File: config.mk
export PLATFORM = sky130hd
export DESIGN_NAME = mips_multicycle_control
export DESIGN_NICKNAME = d
export VERILOG_FILES = /design/src/rtl/mips_ctrl_pkg.sv /design/src/rtl/mips_opcode_decode.sv /design/src/rtl/mips_multicycle_control.sv
export SDC_FILE = /design/constraint.sdc
export NUM_CORES = 1
export LEC_CHECK = 0
export BUFFER_PORTS_ARGS = -buffer_cell sky130_fd_sc_hd__buf_2
export CORE_ASPECT_RATIO = 1.25
export CORE_MARGIN = 2
export CORE_UTILIZATION = 40
export CTS_CLUSTER_DIAMETER = 80
export DETAILED_ROUTE_END_ITERATION = 6
export MAX_ROUTING_LAYER = met4
export PLACE_DENSITY = 0.68
export SETUP_SLACK_MARGIN = 0.1
export SYNTH_ARGS = -nofsm -noshare
export SYNTH_HDL_FRONTEND = slang
export SYNTH_SLANG_ARGS = --single-unit
File: constraint.sdc
create_clock -name clk -period 1.9 [get_ports clk]
set_clock_uncertainty 0.1 [all_clocks]
set_input_delay 0.285 -clock clk [delete_from_list [all_inputs] [get_ports clk]]
set_output_delay 0.285 -clock clk [all_outputs]
set_load 0.03 [all_outputs]
File: src/rtl/mips_ctrl_pkg.sv
// Shared encodings for the multicycle MIPS control unit:
// FSM states, opcodes, datapath mux selects and opcode classes.
package mips_ctrl_pkg;

   typedef enum logic [3:0] {
      S_FETCH     = 4'd0,
      S_DECODE    = 4'd1,
      S_MEM_ADDR  = 4'd2,
      S_MEM_READ  = 4'd3,
      S_MEM_WB    = 4'd4,
      S_MEM_WRITE = 4'd5,
      S_R_EXEC    = 4'd6,
      S_R_WB      = 4'd7,
      S_BRANCH    = 4'd8,
      S_JUMP      = 4'd9,
      S_ADDI_EXEC = 4'd10,
      S_ADDI_WB   = 4'd11,
      S_TRAP      = 4'd15
   } state_t;

   localparam logic [5:0] OP_RTYPE = 6'b000000;
   localparam logic [5:0] OP_LW    = 6'b100011;
   localparam logic [5:0] OP_SW    = 6'b101011;
   localparam logic [5:0] OP_BEQ   = 6'b000100;
   localparam logic [5:0] OP_BNE   = 6'b000101;
   localparam logic [5:0] OP_J     = 6'b000010;
   localparam logic [5:0] OP_ADDI  = 6'b001000;

   localparam logic [1:0] ALU_ADD   = 2'b00;
   localparam logic [1:0] ALU_SUB   = 2'b01;
   localparam logic [1:0] ALU_FUNCT = 2'b10;

   localparam logic [1:0] SRCB_B      = 2'b00;
   localparam logic [1:0] SRCB_FOUR   = 2'b01;
   localparam logic [1:0] SRCB_IMM    = 2'b10;
   localparam logic [1:0] SRCB_IMM_SH = 2'b11;

   localparam logic [1:0] PCS_ALU    = 2'b00;
   localparam logic [1:0] PCS_ALUOUT = 2'b01;
   localparam logic [1:0] PCS_JUMP   = 2'b10;

   // One-hot instruction class produced by the opcode decoder
   typedef struct packed {
      logic r;
      logic lw;
      logic sw;
      logic br;
      logic j;
      logic addi;
      logic ill;
   } op_class_t;

endpackage

File: src/rtl/mips_opcode_decode.sv
// Combinational opcode classifier: one-hot class plus a bne flag
// so the FSM can pick the branch polarity.
module mips_opcode_decode
   import mips_ctrl_pkg::*;
(
   input  logic [5:0] opcode,
   output op_class_t  cls,
   output logic       is_bne
);

   always_comb begin
      cls    = '0;
      is_bne = 1'b0;
      unique case (opcode)
         OP_RTYPE: cls.r    = 1'b1;
         OP_LW:    cls.lw   = 1'b1;
         OP_SW:    cls.sw   = 1'b1;
         OP_BEQ:   cls.br   = 1'b1;
         OP_BNE: begin
            cls.br = 1'b1;
            is_bne = 1'b1;
         end
         OP_J:     cls.j    = 1'b1;
         OP_ADDI:  cls.addi = 1'b1;
         default:  cls.ill  = 1'b1;
      endcase
   end

endmodule

File: src/rtl/mips_multicycle_control.sv
// Multicycle MIPS control FSM with memory handshake, retire counter
// and a sticky illegal-opcode trap.
module mips_multicycle_control
   import mips_ctrl_pkg::*;
#(
   parameter int COUNT_W = 16
) (
   input  logic               clk,
   input  logic               reset,
   input  logic [5:0]         opcode,
   input  logic               zero,
   input  logic               mem_ready,
   output logic               mem_read,
   output logic               mem_write,
   output logic               i_or_d,
   output logic               ir_write,
   output logic               pc_en,
   output logic               reg_write,
   output logic               reg_dst,
   output logic               mem_to_reg,
   output logic               alu_src_a,
   output logic [1:0]         alu_src_b,
   output logic [1:0]         alu_op,
   output logic [1:0]         pc_source,
   output logic               retire,
   output logic [COUNT_W-1:0] instr_count,
   output logic               illegal,
   output logic [3:0]         state
);

   state_t    cur;
   op_class_t cls;
   logic      is_bne;
   logic      lw_q;
   logic      bne_q;
   logic      illegal_q;

   mips_opcode_decode u_dec (
      .opcode (opcode),
      .cls    (cls),
      .is_bne (is_bne)
   );

   assign state   = cur;
   assign illegal = illegal_q;

   // Instruction flavour is captured in DECODE so later states
   // do not depend on the IR staying untouched.
   always_ff @(posedge clk or posedge reset) begin
      if (reset) begin
         cur         <= S_FETCH;
         lw_q        <= 1'b0;
         bne_q       <= 1'b0;
         illegal_q   <= 1'b0;
         instr_count <= '0;
      end else begin
         if (retire)
            instr_count <= instr_count + COUNT_W'(1);
         unique case (cur)
            S_FETCH:
               if (mem_ready) cur <= S_DECODE;
            S_DECODE: begin
               lw_q  <= cls.lw;
               bne_q <= is_bne;
               unique case (1'b1)
                  cls.r:          cur <= S_R_EXEC;
                  cls.lw, cls.sw: cur <= S_MEM_ADDR;
                  cls.br:         cur <= S_BRANCH;
                  cls.j:          cur <= S_JUMP;
                  cls.addi:       cur <= S_ADDI_EXEC;
                  default: begin
                     cur       <= S_TRAP;
                     illegal_q <= 1'b1;
                  end
               endcase
            end
            S_MEM_ADDR:
               cur <= lw_q ? S_MEM_READ : S_MEM_WRITE;
            S_MEM_READ:
               if (mem_ready) cur <= S_MEM_WB;
            S_MEM_WB:    cur <= S_FETCH;
            S_MEM_WRITE:
               if (mem_ready) cur <= S_FETCH;
            S_R_EXEC:    cur <= S_R_WB;
            S_R_WB:      cur <= S_FETCH;
            S_BRANCH:    cur <= S_FETCH;
            S_JUMP:      cur <= S_FETCH;
            S_ADDI_EXEC: cur <= S_ADDI_WB;
            S_ADDI_WB:   cur <= S_FETCH;
            S_TRAP:      cur <= S_TRAP;
            default:     cur <= S_FETCH;
         endcase
      end
   end

   // Moore decode; reset blanks every strobe immediately.
   always_comb begin
      mem_read   = 1'b0;
      mem_write  = 1'b0;
      i_or_d     = 1'b0;
      ir_write   = 1'b0;
      pc_en      = 1'b0;
      reg_write  = 1'b0;
      reg_dst    = 1'b0;
      mem_to_reg = 1'b0;
      alu_src_a  = 1'b0;
      alu_src_b  = SRCB_B;
      alu_op     = ALU_ADD;
      pc_source  = PCS_ALU;
      retire     = 1'b0;
      if (!reset) begin
         unique case (cur)
            S_FETCH: begin
               mem_read  = 1'b1;
               alu_src_b = SRCB_FOUR;
               ir_write  = mem_ready;
               pc_en     = mem_ready;
            end
            S_DECODE:
               alu_src_b = SRCB_IMM_SH;
            S_MEM_ADDR: begin
               alu_src_a = 1'b1;
               alu_src_b = SRCB_IMM;
            end
            S_MEM_READ: begin
               mem_read = 1'b1;
               i_or_d   = 1'b1;
            end
            S_MEM_WB: begin
               reg_write  = 1'b1;
               mem_to_reg = 1'b1;
               retire     = 1'b1;
            end
            S_MEM_WRITE: begin
               mem_write = 1'b1;
               i_or_d    = 1'b1;
               retire    = mem_ready;
            end
            S_R_EXEC: begin
               alu_src_a = 1'b1;
               alu_op    = ALU_FUNCT;
            end
            S_R_WB: begin
               reg_write = 1'b1;
               reg_dst   = 1'b1;
               retire    = 1'b1;
            end
            S_BRANCH: begin
               alu_src_a = 1'b1;
               alu_op    = ALU_SUB;
               pc_source = PCS_ALUOUT;
               pc_en     = bne_q ? ~zero : zero;
               retire    = 1'b1;
            end
            S_JUMP: begin
               pc_source = PCS_JUMP;
               pc_en     = 1'b1;
               retire    = 1'b1;
            end
            S_ADDI_EXEC: begin
               alu_src_a = 1'b1;
               alu_src_b = SRCB_IMM;
            end
            S_ADDI_WB: begin
               reg_write = 1'b1;
               retire    = 1'b1;
            end
            default: ;
         endcase
      end
   end

endmodule

Yosys cells after proc, flatten, opt, wreduce, memory -nomap -nowiden
Index checks and enable logic that the tools add are counted.

cells by class
  $add $sub $neg = 1
  equal/unequal tests = 21
  mux-type cells = 40
  bitwise gates (word level) = 2
  reductions and logical operators = 13

operators by type and width
  kind                                                                    count
  4-bit case mux with 8 select lines                                      1
  1-bit 2-to-1 mux                                                        26
  4-bit equality test (second input constant)                             5
  4-bit case mux with 5 select lines                                      1
  16-bit by 1-bit adder with 16-bit output (second input constant)        1
  4-bit by 3-bit equality test with 1-bit output (second input constant)  4
  6-bit by 3-bit equality test with 1-bit output (second input constant)  2
  6-bit equality test (second input constant)                             2
  4-bit 2-to-1 mux                                                        3
  2-bit OR reduction                                                      5
  4-bit by 2-bit equality test with 1-bit output (second input constant)  2
  2-bit case mux with 2 select lines                                      2
  6-bit by 2-bit equality test with 1-bit output (second input constant)  1
  6-bit by 4-bit equality test with 1-bit output (second input constant)  1
  6-bit zero test                                                         1
  2-bit 2-to-1 mux                                                        3
  2-bit != test (second input constant)                                   3
  2-bit case mux with 3 select lines                                      1
  6-bit OR reduction                                                      1
  5-bit OR reduction                                                      1
  4-bit by 1-bit equality test with 1-bit output (second input constant)  1
  4-bit zero test                                                         1
  4-bit OR reduction                                                      1
  3-bit 2-to-1 mux                                                        1
  other kinds (6)                                                         7

word-level totals
  flip-flop bits (word level) = 23
  output and inout port bits = 37

Logic depth before layout (Yosys ltp)
Gate-level depths: netlist of run 1.

  word-level depth = 6
  mapped depth = 7
  gate-level depth less buffers = 5

Modules after synthesis
Synthesis of run 1 repeated with hierarchy kept, for this count alone.

unflattened totals
  cells, all modules = 164
  area, all modules = 1,515.2 um^2

modules (own cells, without submodules)
  module                   instances  cells an instance  area an instance (um^2)  sequential area each (um^2)
  mips_multicycle_control  1          147                1,396.3                  575.6
  mips_opcode_decode       1          17                 118.9                    0.0

Worst setup path after synthesis of run 1
No wires, ideal clock.

  kind = reg2reg
  start = register cur[2], in the netlist state[2]
  end = register instr_count[1]
  library setup time = 125 ps
  data arrival time = 2,049 ps
  slack = -373 ps
  stages on the path, launching flop included = 6
  path buffers = 1
  path through = dfrtp_1 > buf_6 > a21o_1 > or2_0 > nor2_1 > mux2_2

between the ends
  cells in the longest elaborated chain, start to end = 4
  elaborated cells between the ends (all ways) = 9
  classes of those cells = eq/ne: 6; mux: 2; reduce/logical: 1

ends and longest elaborated chain
  what                                                                                   line                            source
  start: declaration                                                                     mips_multicycle_control.sv:31   state_t cur;
  start signal: assignment                                                               mips_multicycle_control.sv:78   cur <= lw_q ? S_MEM_READ : S_MEM_WRITE;
  4-bit equality test or 4-bit by 3-bit equality test with 1-bit output (tied branches)  mips_multicycle_control.sv:112  unique case (cur)
  5-bit OR reduction (no line)                                                           -
  1-bit case mux with 2 select lines (*)                                                 mips_multicycle_control.sv:112
  1-bit 2-to-1 mux (*)                                                                   mips_multicycle_control.sv:111  if (!reset) begin
  net retire                                                                             mips_multicycle_control.sv:25   output logic retire,
  end signal: assignment                                                                 mips_multicycle_control.sv:58   instr_count <= instr_count + COUNT_W'(1);
  end: declaration                                                                       mips_multicycle_control.sv:26   output logic [COUNT_W-1:0] instr_count,

The timed path passes the listed nets; every way through them passes the cells marked *.
A chain may end at the register's enable or synchronous reset.

Worst setup path in the final report of run 1
  start = register cur[1], in the netlist state[1]
  end = output reg_write

between the ends
  cells in the longest elaborated chain, start to end = 4
  elaborated cells between the ends (all ways) = 6
  classes of those cells = eq/ne: 3; mux: 2; reduce/logical: 1

ends and longest elaborated chain
  what                                                                                   line                            source
  4-bit equality test or 4-bit by 3-bit equality test with 1-bit output (tied branches)  mips_multicycle_control.sv:112
  3-bit OR reduction (no line) (*)                                                       -
  1-bit 2-to-1 mux (*)                                                                   mips_multicycle_control.sv:112
  1-bit 2-to-1 mux (*)                                                                   mips_multicycle_control.sv:111
  end: declaration                                                                       mips_multicycle_control.sv:18   output logic reg_write,

Mark *: on every way between the ends. The rest lies on a longest branch, timed or not.

==> results.json, run 1 <==
{
  "synth_cells": 169,
  "area_delta_synth_final_pct": 71.13,
  "port_buffers": 46,
  "status": "finished, violations left",
  "grt_max_degree": 22,
  "drtAntennaViolNets": 0,
  "synth_most_common_cell": "dfrtp_1",
  "routed_wirelength_um": 4467,
  "hold_class": "in -> reg",
  "grt_pass1_wl_um": 6492,
  "ir_worst_vdd_uv": 777.3,
  "drc": 0,
  "synth_warnings": 0,
  "dpl_worst_slack_ns": 0.05777,
  "dieWidth_um": 57.65,
  "power_mw": 3.464,
  "max_cap_viol_count": 0,
  "synth.top_cell.area_share": 0.4000,
  "placed_cells": 260,
  "r2r_setup_slack_ns": 0,
  "cp.arrival_ns": 1.55,
  "slew_headroom": 0.7972,
  "via_count": 1548,
  "grt_pass1_vias": 1465,
  "worst_pin_slew_ns": 0.3014,
  "syn_nets": 180,
  "start_util": 0.4167,
  "io_pins": 47,
  "ys_types": 41,
  "nets": 258,
  "ys_async_sr_fraction": 1.000,
  "gp_congestion": 0.8200,
  "path_max_fanout": 9,
  "clock-sinks": 23,
  "die_h_um": 71.06,
  "max_freq_mhz": 516.8,
  "drive_gt1_frac": 0.5732,
  "cts_buffers": 3,
  "insertion_delay_ns": 0.27,
  "period_needed_ns": 1.935,
  "dp_hpwl_um": 2702,
  "violations": "setup timing",
  "via_per_inst": 5.432,
  "rows": 24,
  "path_clk_slew_ns": 0.09,
  "finalSetupViolCount": 1,
  "diodes": 0,
  "synth_top_flop_cell": "dfrtp_1",
  "synth_area_leaders": "dfrtp_1 40%, xnor2_1 5.5%, xor2_1 5.5%",
  "hold_viol": 0,
  "cts_tree": "built",
  "rsz0062_at_grt": "yes",
  "drv_slew": 0,
  "cts_root_buf": "clkbuf_8",
  "grt-ovfl-total": 0,
  "start_kind": "flip-flop",
  "fillers": 239,
  "synth-edff-count": 0,
  "synth_top_area_cell": "dfrtp_1",
  "htree_levels": 1,
  "core-area_um2": 3453,
  "dr.pass1.iters": 4,
  "worstSetupPathType": "reg -> out",
  "powerDensity_nw_per_um2": 1407,
  "design.die.area_um2": 4096,
  "grt_usage": 0.2047,
  "whs_ns": 0.1846,
  "synth_common_cells": "23 x dfrtp_1, 18 x nand2_1, 15 x nor2_1",
  "syn-cell-area_um2": 1439,
  "synth-seq-cells": 23,
  "end_kind": "output pin",
  "final.setup.worst_slack_ns": -0.03499,
  "syn_area_per_cell_um2": 8.514,
  "leakage_nw": 1.167,
  "worstPathRequired_ns": 1.51,
  "first_iter_violations": 59,
  "antenna_found_initial": 0,
  "avgRoutedWirePerCell_um": 15.67,
  "cts_buffer_depth": 2,
  "fin_cells": 285,
  "fin_crit_sh": 1.018,
  "yosysSeqAreaShare": 0.4000
}
power breakdown:
| group | leakage [nW] | switching, mW | internal, mW |
|---|---|---|---|
| Clock | 0.0255 | 0.172 | 0.147 |
| Combinational | 0.844 | 1.35 | 1.09 |
| Sequential | 0.298 | 0.110 | 0.594 |
| Total | 1.17 | 1.64 | 1.83 |
what timing repair did:
action / CTS / global route
hold buffers: 1 / 0
endpoints found under the hold margin: 2 / 0
gates resized for setup: 56 / 41
setup buffers: 12 / 8
pin swaps: 13 / 18
endpoints found under the setup margin: 24 / 29
critical path, cell delays in order (launching register included):
cell,delay (ns)
dfrtp_2,0.44
buf_12,0.15
nor2b_1,0.23
nor3_4,0.06
a32oi_2,0.18
nor2_2,0.07
buf_6,0.14
cells by family (layout without fill, tap and decap cells):
kind of cell    Yosys count  after routing  share of synthesized area
mux                       1              1                   0.007826
flops                    23             23                     0.4000
fa+ha+maj                 1              1                   0.008694
simple gates             83             83                     0.3026
buf+inv                  13             90                    0.03913
xor+xnor                 18             18                     0.1096
compound gates           30             30                     0.1322
final cells by class:
class                      instances  area, um2  share of cell area
clock buffer                       3      41.29             0.01677
clock inverter                     1      5.005            0.002033
inverter                           5      25.02             0.01016
multi-input combinational        133       1117              0.4538
sequential                        23      580.6              0.2358
tap                               39      48.80             0.01982
timing repair buffer              81      644.4              0.2617
final timing paths:
| kind | start | endpoint | cells past startpoint |
|---|---|---|---|
| max | state[1]$_DFFE_PP0P_ | reg_write | 6 |
| min | opcode[0] | bne_q$_DFFE_PP0P_ | 3 |
| max reg2reg | state[1]$_DFFE_PP0P_ | state[0]$_DFFE_PP0P_ | 6 |
| min in group asynchronous | reset | instr_count[9]$_DFFE_PP0P_ | 4 |
| min reg2reg | instr_count[15]$_DFFE_PP0P_ | instr_count[15]$_DFFE_PP0P_ | 1 |
| max in group asynchronous | reset | bne_q$_DFFE_PP0P_ | 4 |
flip-flops by register name, indices dropped and copies added (netlist names):
name / flops
instr_count: 16
lw_q: 1
illegal: 1
bne_q: 1
state: 4
metrics by stage:
step / setup TNS [ns] / area (um2) / utilization
after floorplan: -0.03171 / 1528 / -
after global placement: 0 / 1892 / 0.5478
after detailed placement: 0 / 1892 / 0.5478
after CTS: 0 / 2241 / 0.6489
after global routing: -0.3172 / 2462 / 0.7130
final: -0.03499 / 2462 / 0.7130
metal layers:
layer,global-route usage,part of all wire
met5,-,0
met4,0.06202,0.018
met2,0.3485,0.53
met3,0.02559,0.044
met1,0.2497,0.41
cell usage in the layout (no fill, tap or decap), types with 5 or more instances in the layout:
cell	n
xor2_1	9
nand3_1	6
nor2_4	10
buf_2	30
nor2_2	5
xnor2_1	7
and3_1	6
a21oi_1	5
o21ai_0	8
nand2_1	14
buf_4	29
dfrtp_1	19
buf_6	17
No activity file was read; power rests on OpenSTA's default activity.
==> run 2, diff against run 1 <==
ABC_AREA = 1   (was not set)
PLACE_DENSITY = 0.67   (was 0.68)
==> run 2 against run 1 <==
Setup slack gained 0.055 ns. Via count is 24% higher. Hold slack worse by 0.098 ns. Register-to-register slack better by 0.06 ns. Global-route usage is 2.4 points higher. Sequential share of layout area increased by 0.82 points. Final cell count is 33% higher. First-iteration DRC count is 120% higher. Highest routed layer unchanged. Synthesized cell count rose by 50%. The run now ends clean. Flip-flop and latch count did not move. Critical path depth rose by 1.
==> results.json, run 2 <==
{
  "status": "completed",
  "ys_async_sr_fraction": 1.000,
  "diodes": 0,
  "die_h_um": 75.60,
  "hold_viol": 0,
  "dpl_cell_area_um2": 2016,
  "drtAntennaViolNets": 0,
  "powerDensity_nw_per_um2": 362.3,
  "gp_congestion": 0.9727,
  "path_max_fanout": 5,
  "routed_wirelength_um": 5125,
  "slowest_stage": "dfrtp_2",
  "avgRoutedWirePerCell_um": 13.52,
  "max_freq_mhz": 531.8,
  "stdcell_area_um2": 2380,
  "period_needed_ns": 1.880,
  "synth_compound_area_frac": 0.04119,
  "seq_area_um2": 580.6,
  "largest_register": "instr_count",
  "synth_most_common_cell": "nand2_1",
  "reg2reg_depth": 10,
  "synth.top_cell.area_share": 0.3509,
  "synth-seq-cells": 23,
  "synth_top_area_cell": "dfrtp_1",
  "ys_types": 24,
  "cts_buffer_depth": 2,
  "antenna_found_initial": 0,
  "final_common_cell": "nand2_1",
  "synth_common_cells": "87 x nand2_1, 35 x nand3_1, 35 x nor2_1",
  "design.die.area_um2": 4632,
  "clock-sinks": 23,
  "ir_worst_vdd_uv": 272.2,
  "path_clk_slew_ns": 0.09,
  "rows": 26,
  "htree_levels": 1,
  "dieWidth_um": 61.28,
  "cts_tree": "built",
  "drv_slew": 0,
  "area_delta_synth_final_pct": 45.08,
  "synth_top_family_by_area": "simple AND/OR/NAND/NOR gates",
  "core-area_um2": 4001,
  "cts_buffers": 3,
  "start_util": 0.4099,
  "via_count": 1919,
  "grt_usage": 0.2286,
  "largest_reg_flops": 16,
  "slew_headroom": 0.7181,
  "synth_warnings": 0,
  "grt_pass1_vias": 1752,
  "port_buffers": 46,
  "critPathMaxStageDelay_ns": 0.48,
  "worst_pin_slew_ns": 0.4196,
  "syn_area_per_cell_um2": 6.458,
  "syn_nets": 265,
  "max_cap_viol_count": 0,
  "worstPathCellList": "inv_4 > nor2_4 > nand2_2 > nand2_2 > nand2_4 > nand2_4 > buf_6",
  "finalSetupViolCount": 0,
  "cp.arrival_ns": 1.50,
  "synthAdderAreaFrac": 0.007628,
  "dp_hpwl_um": 3359,
  "grt-ovfl-total": 0,
  "fillers": 387,
  "fin_crit_sh": 0.9897,
  "synthSimpleGateAreaFrac": 0.4584,
  "worstSetupPathType": "reg -> out",
  "insertion_delay_ns": 0.27,
  "synth_top_flop_cell": "dfrtp_1",
  "drive_gt1_frac": 0.3653,
  "worstPathRequired_ns": 1.51,
  "synth-edff-count": 0,
  "synth_cells": 254,
  "drc": 0,
  "io_pins": 47,
  "start_kind": "flip-flop",
  "multi_input_area_um2": 1100,
  "syn-cell-area_um2": 1640,
  "cts_root_buf": "clkbuf_8",
  "nets": 335,
  "synth.mux.area_fraction": 0,
  "grt_pass1_wl_um": 7783,
  "hold_class": "in -> async",
  "leakage_nw": 1.234,
  "grt_max_degree": 22,
  "final_cell_mix": "79 x nand2_1, 34 x nand3_1, 31 x buf_2, 30 x nor2_1, 28 x buf_4",
  "first_iter_violations": 131,
  "dr.pass1.iters": 4,
  "synth-xor-area-share": 0.06941,
  "whs_ns": 0.08707,
  "end_kind": "output pin",
  "via_per_inst": 5.063,
  "synth_area_leaders": "dfrtp_1 35%, nand2_1 20%, nand3_1 11%",
  "rsz0062_at_grt": "yes",
  "yosysSeqAreaShare": 0.3509
}
[run 2: per-stage QoR]
stage / total power [mW] / TNS [ns] / util / setup WS, ns / std cells
2_1_floorplan: 0.5237 / 0 / - / 0.1058 / 254
3_3_place_gp: 0.5490 / 0 / 0.5038 / 0.1514 / 359
3_5_place_dp: 0.5489 / 0 / 0.5038 / 0.1610 / 359
4_1_cts: 0.8675 / 0 / 0.5682 / 0.06088 / 376
5_1_grt: 0.8999 / -0.09521 / 0.5947 / -0.03654 / 379
6_report: 0.8622 / 0 / 0.5947 / 0.01955 / 379
[run 2: final timing paths]
check	start	endpoint	slack, ns
worst max-delay path	state[2]$_DFFE_PP0P_	retire	0.02
worst min-delay path	reset	instr_count[12]$_DFFE_PP0P_	0.09
worst max register to register	state[2]$_DFFE_PP0P_	instr_count[0]$_DFFE_PP0P_	0.06
worst min register to register	illegal$_DFFE_PP0P_	illegal$_DFFE_PP0P_	0.38
max in group asynchronous	reset	instr_count[8]$_DFFE_PP0P_	1.16
min in group clk	mem_ready	state[1]$_DFFE_PP0P_	0.18
[run 2: final cells by class]
class	count	area share
Sequential cell	23	0.2440
Tap cell	56	0.02944
Inverter	26	0.04469
Clock inverter	1	0.002103
Timing Repair Buffer	69	0.2003
Clock buffer	3	0.01735
Multi-Input combinational cell	201	0.4621
[run 2: report_power, final]
part | internal [mW] | switching (mW) | leakage [nW]
Clock | 0.147 | 0.171 | 0.0255
Combinational | 0.0166 | 0.0386 | 0.925
Sequential | 0.489 | 0 | 0.284
Total | 0.652 | 0.210 | 1.23
[run 2: repair_timing]
item | CTS | global route
resized for setup | 37 | 32
setup buffers | 12 | 3
hold endpoints to repair | 2 | 0
hold buffers | 1 | 0
setup endpoints to repair | 10 | 24
pin swaps | 10 | 9
[run 2: cells by family (layout without fill, tap and decap cells)]
family,after synthesis,count (layout)
compound gates,11,11
flops,23,23
simple gates,176,176
buf+inv,30,99
xor+xnor,13,13
fa+ha+maj,1,1
[run 2: worst max-delay path, delay by kind of cell, from the launching register on]
| kind | cells | cell delay, ns |
|---|---|---|
| simple gates | 5 | 0.55 |
| buf+inv | 2 | 0.19 |
| flops | 1 | 0.48 |
[run 2: metal layers]
layer,GRT usage,up-vias,routed length [um]
li1,-,938,-
met4,0.1087,0,170
met5,-,-,0
met2,0.3794,70,2643
met1,0.2713,890,2113
met3,0.02716,21,198
==> run 3, diff against run 2 <==
ABC_AREA = not set   (was 1)
PLACE_DENSITY = 0.72   (was 0.67)
==> run 3 against run 2 <==
Clock power rose by 3%. Core utilization rose by 8.0 points. Maximum frequency fell by 0.99%. Flip-flop and latch count did not move. Global-route usage fell by 2.2 points. Design area fell by 2.1%. First-iteration DRC count fell by 57%. Highest routed layer unchanged. Final cell count fell by 26%.
==> results.json, run 3 (same netlist as run 1, synthesis figures left out) <==
{
  "antenna_found_initial": 0,
  "dieWidth_um": 57.65,
  "leakage_nw": 1.101,
  "cts_tree": "built",
  "worst_pin_slew_ns": 0.2831,
  "grt-ovfl-total": 0,
  "hold_class": "in -> async",
  "dpl_cell_area_um2": 1882,
  "drv_slew": 0,
  "rows": 24,
  "via_count": 1503,
  "reg2reg_depth": 6,
  "max_freq_mhz": 526.5,
  "core-area_um2": 3453,
  "die_h_um": 71.06,
  "stdcell_area_um2": 2330,
  "drc": 0,
  "drive_gt1_frac": 0.5455,
  "path_clk_slew_ns": 0.09,
  "largest_register": "instr_count",
  "gp_congestion": 0.8240,
  "htree_levels": 1,
  "via_per_inst": 5.349,
  "worstPathRequired_ns": 2.00,
  "period_needed_ns": 1.899,
  "cts_buffers": 3,
  "io_pins": 47,
  "port_buffers": 46,
  "hold_viol": 0,
  "insertion_delay_ns": 0.27,
  "finalSetupViolCount": 0,
  "r2r_setup_slack_ns": 0.0007,
  "fin_cells": 281,
  "grt_max_degree": 15,
  "drtAntennaViolNets": 0,
  "worstSetupPathType": "reg -> reg",
  "area_delta_synth_final_pct": 61.91,
  "design.die.area_um2": 4096,
  "largest_reg_flops": 16,
  "rsz0062_at_grt": "yes",
  "r2r-start": "state[3]$_DFFE_PP0P_",
  "cts_root_buf": "clkbuf_8",
  "max_cap_viol_count": 0,
  "dp_hpwl_um": 2792,
  "first_iter_violations": 56,
  "end_kind": "flip-flop",
  "clock-sinks": 23,
  "dpl_worst_slack_ns": 0.02677,
  "whs_ns": 0.1395,
  "final_common_cell": "buf_4",
  "setup_tns_ns": 0,
  "status": "completed",
  "rr_endpoint": "instr_count[5]$_DFFE_PP0P_",
  "nets": 254,
  "grt_pass1_wl_um": 6513,
  "dr.pass1.iters": 4,
  "grt_usage": 0.2068,
  "placed_cells": 262,
  "powerDensity_nw_per_um2": 1385,
  "final_cell_mix": "32 x buf_4, 30 x buf_2, 19 x dfrtp_1, 15 x nand2_1, 13 x buf_6",
  "diodes": 0,
  "ir_worst_vdd_uv": 988.2,
  "slew_headroom": 0.8098,
  "final.setup.worst_slack_ns": 0.0007141,
  "cp.arrival_ns": 2.00,
  "avgRoutedWirePerCell_um": 14.95,
  "start_kind": "flip-flop",
  "routed_wirelength_um": 4201,
  "path_max_fanout": 6,
  "grt_pass1_vias": 1442,
  "cts_buffer_depth": 2,
  "start_util": 0.4167,
  "fin_crit_sh": 0.9996
}
-- run 3: cell types whose count changed in the layout (fill, tap and decap cells not counted), moves of 5 or more --
cell,before,now
nand3_1,34,6
nand2_2,7,2
nor2_2,0,7
nor2_1,30,4
o21ai_0,3,8
and3_1,0,7
inv_2,6,0
inv_1,17,3
xnor2_1,4,9
nand2_1,79,15
-- run 3: worst max path at each step --
| stage | end | slack, ns | from | cells past startpoint |
|---|---|---|---|---|
| finish | instr_count[5]$_DFFE_PP0P_ | 0.0007 | state[3]$_DFFE_PP0P_ | 6 |
| global route | instr_count[12]$_DFFE_PP0P_ | -0.06 | state[3]$_DFFE_PP0P_ | 5 |
| CTS | reg_write | 0.02 | state[1]$_DFFE_PP0P_ | 6 |
| detailed placement | instr_count[5]$_DFFE_PP0P_ | 0.03 | state[3]$_DFFE_PP0P_ | 5 |
| global placement | instr_count[10]$_DFFE_PP0P_ | 0.08 | state[3]$_DFFE_PP0P_ | 5 |
| floorplan | instr_count[14]$_DFFE_PP0P_ | -0.01 | state[2]$_DFFE_PP0P_ | 6 |
-- run 3: per-layer routing --
metal	GRT usage	vias to the layer above	part of all wire	routed length (um)
met4	0.07235	0	0.0095	40
met2	0.3598	29	0.53	2239
li1	-	738	-	-
met1	0.2402	731	0.43	1801
met3	0.02742	5	0.028	119
met5	-	-	0	0
-- run 3: area by class of cell --
class / instances / area, um2
flip-flops and latches: 23 / 580.6
clock inverters: 1 / 7.507
fillers: 260 / 1124
multi-input cells: 133 / 1060
clock buffers: 3 / 41.29
repair buffers: 77 / 566.8
well taps: 39 / 48.80
inverters: 5 / 25.02
-- run 3: what timing repair did --
item	in CTS	in global routing
hold endpoints to repair	0	0
hold buffers	0	0
pin swaps	9	18
buffers inserted	10	5
resized for setup	47	37
endpoints found under the setup margin	24	29
-- run 3: metrics by stage --
step           power (mW)    util
2_1_floorplan       1.851       -
3_3_place_gp        2.282  0.5449
3_5_place_dp        2.300  0.5449
4_1_cts             3.000  0.6246
5_1_grt             3.417  0.6746
6_report            3.226  0.6746
-- run 3: report_power, final --
group          leakage [nW]  switching (mW)  internal [mW]
combinational         0.782            1.24          0.946
sequential            0.298           0.117          0.594
clock                0.0217           0.179          0.149
-- run 3: worst max-delay path, cell delays in order, from the launching register on --
cell     delay, ns
dfrtp_2       0.46
a21o_1        0.22
buf_6         0.13
nor4b_4       0.30
and2_4        0.25
and3_4        0.20
xor2_1        0.16
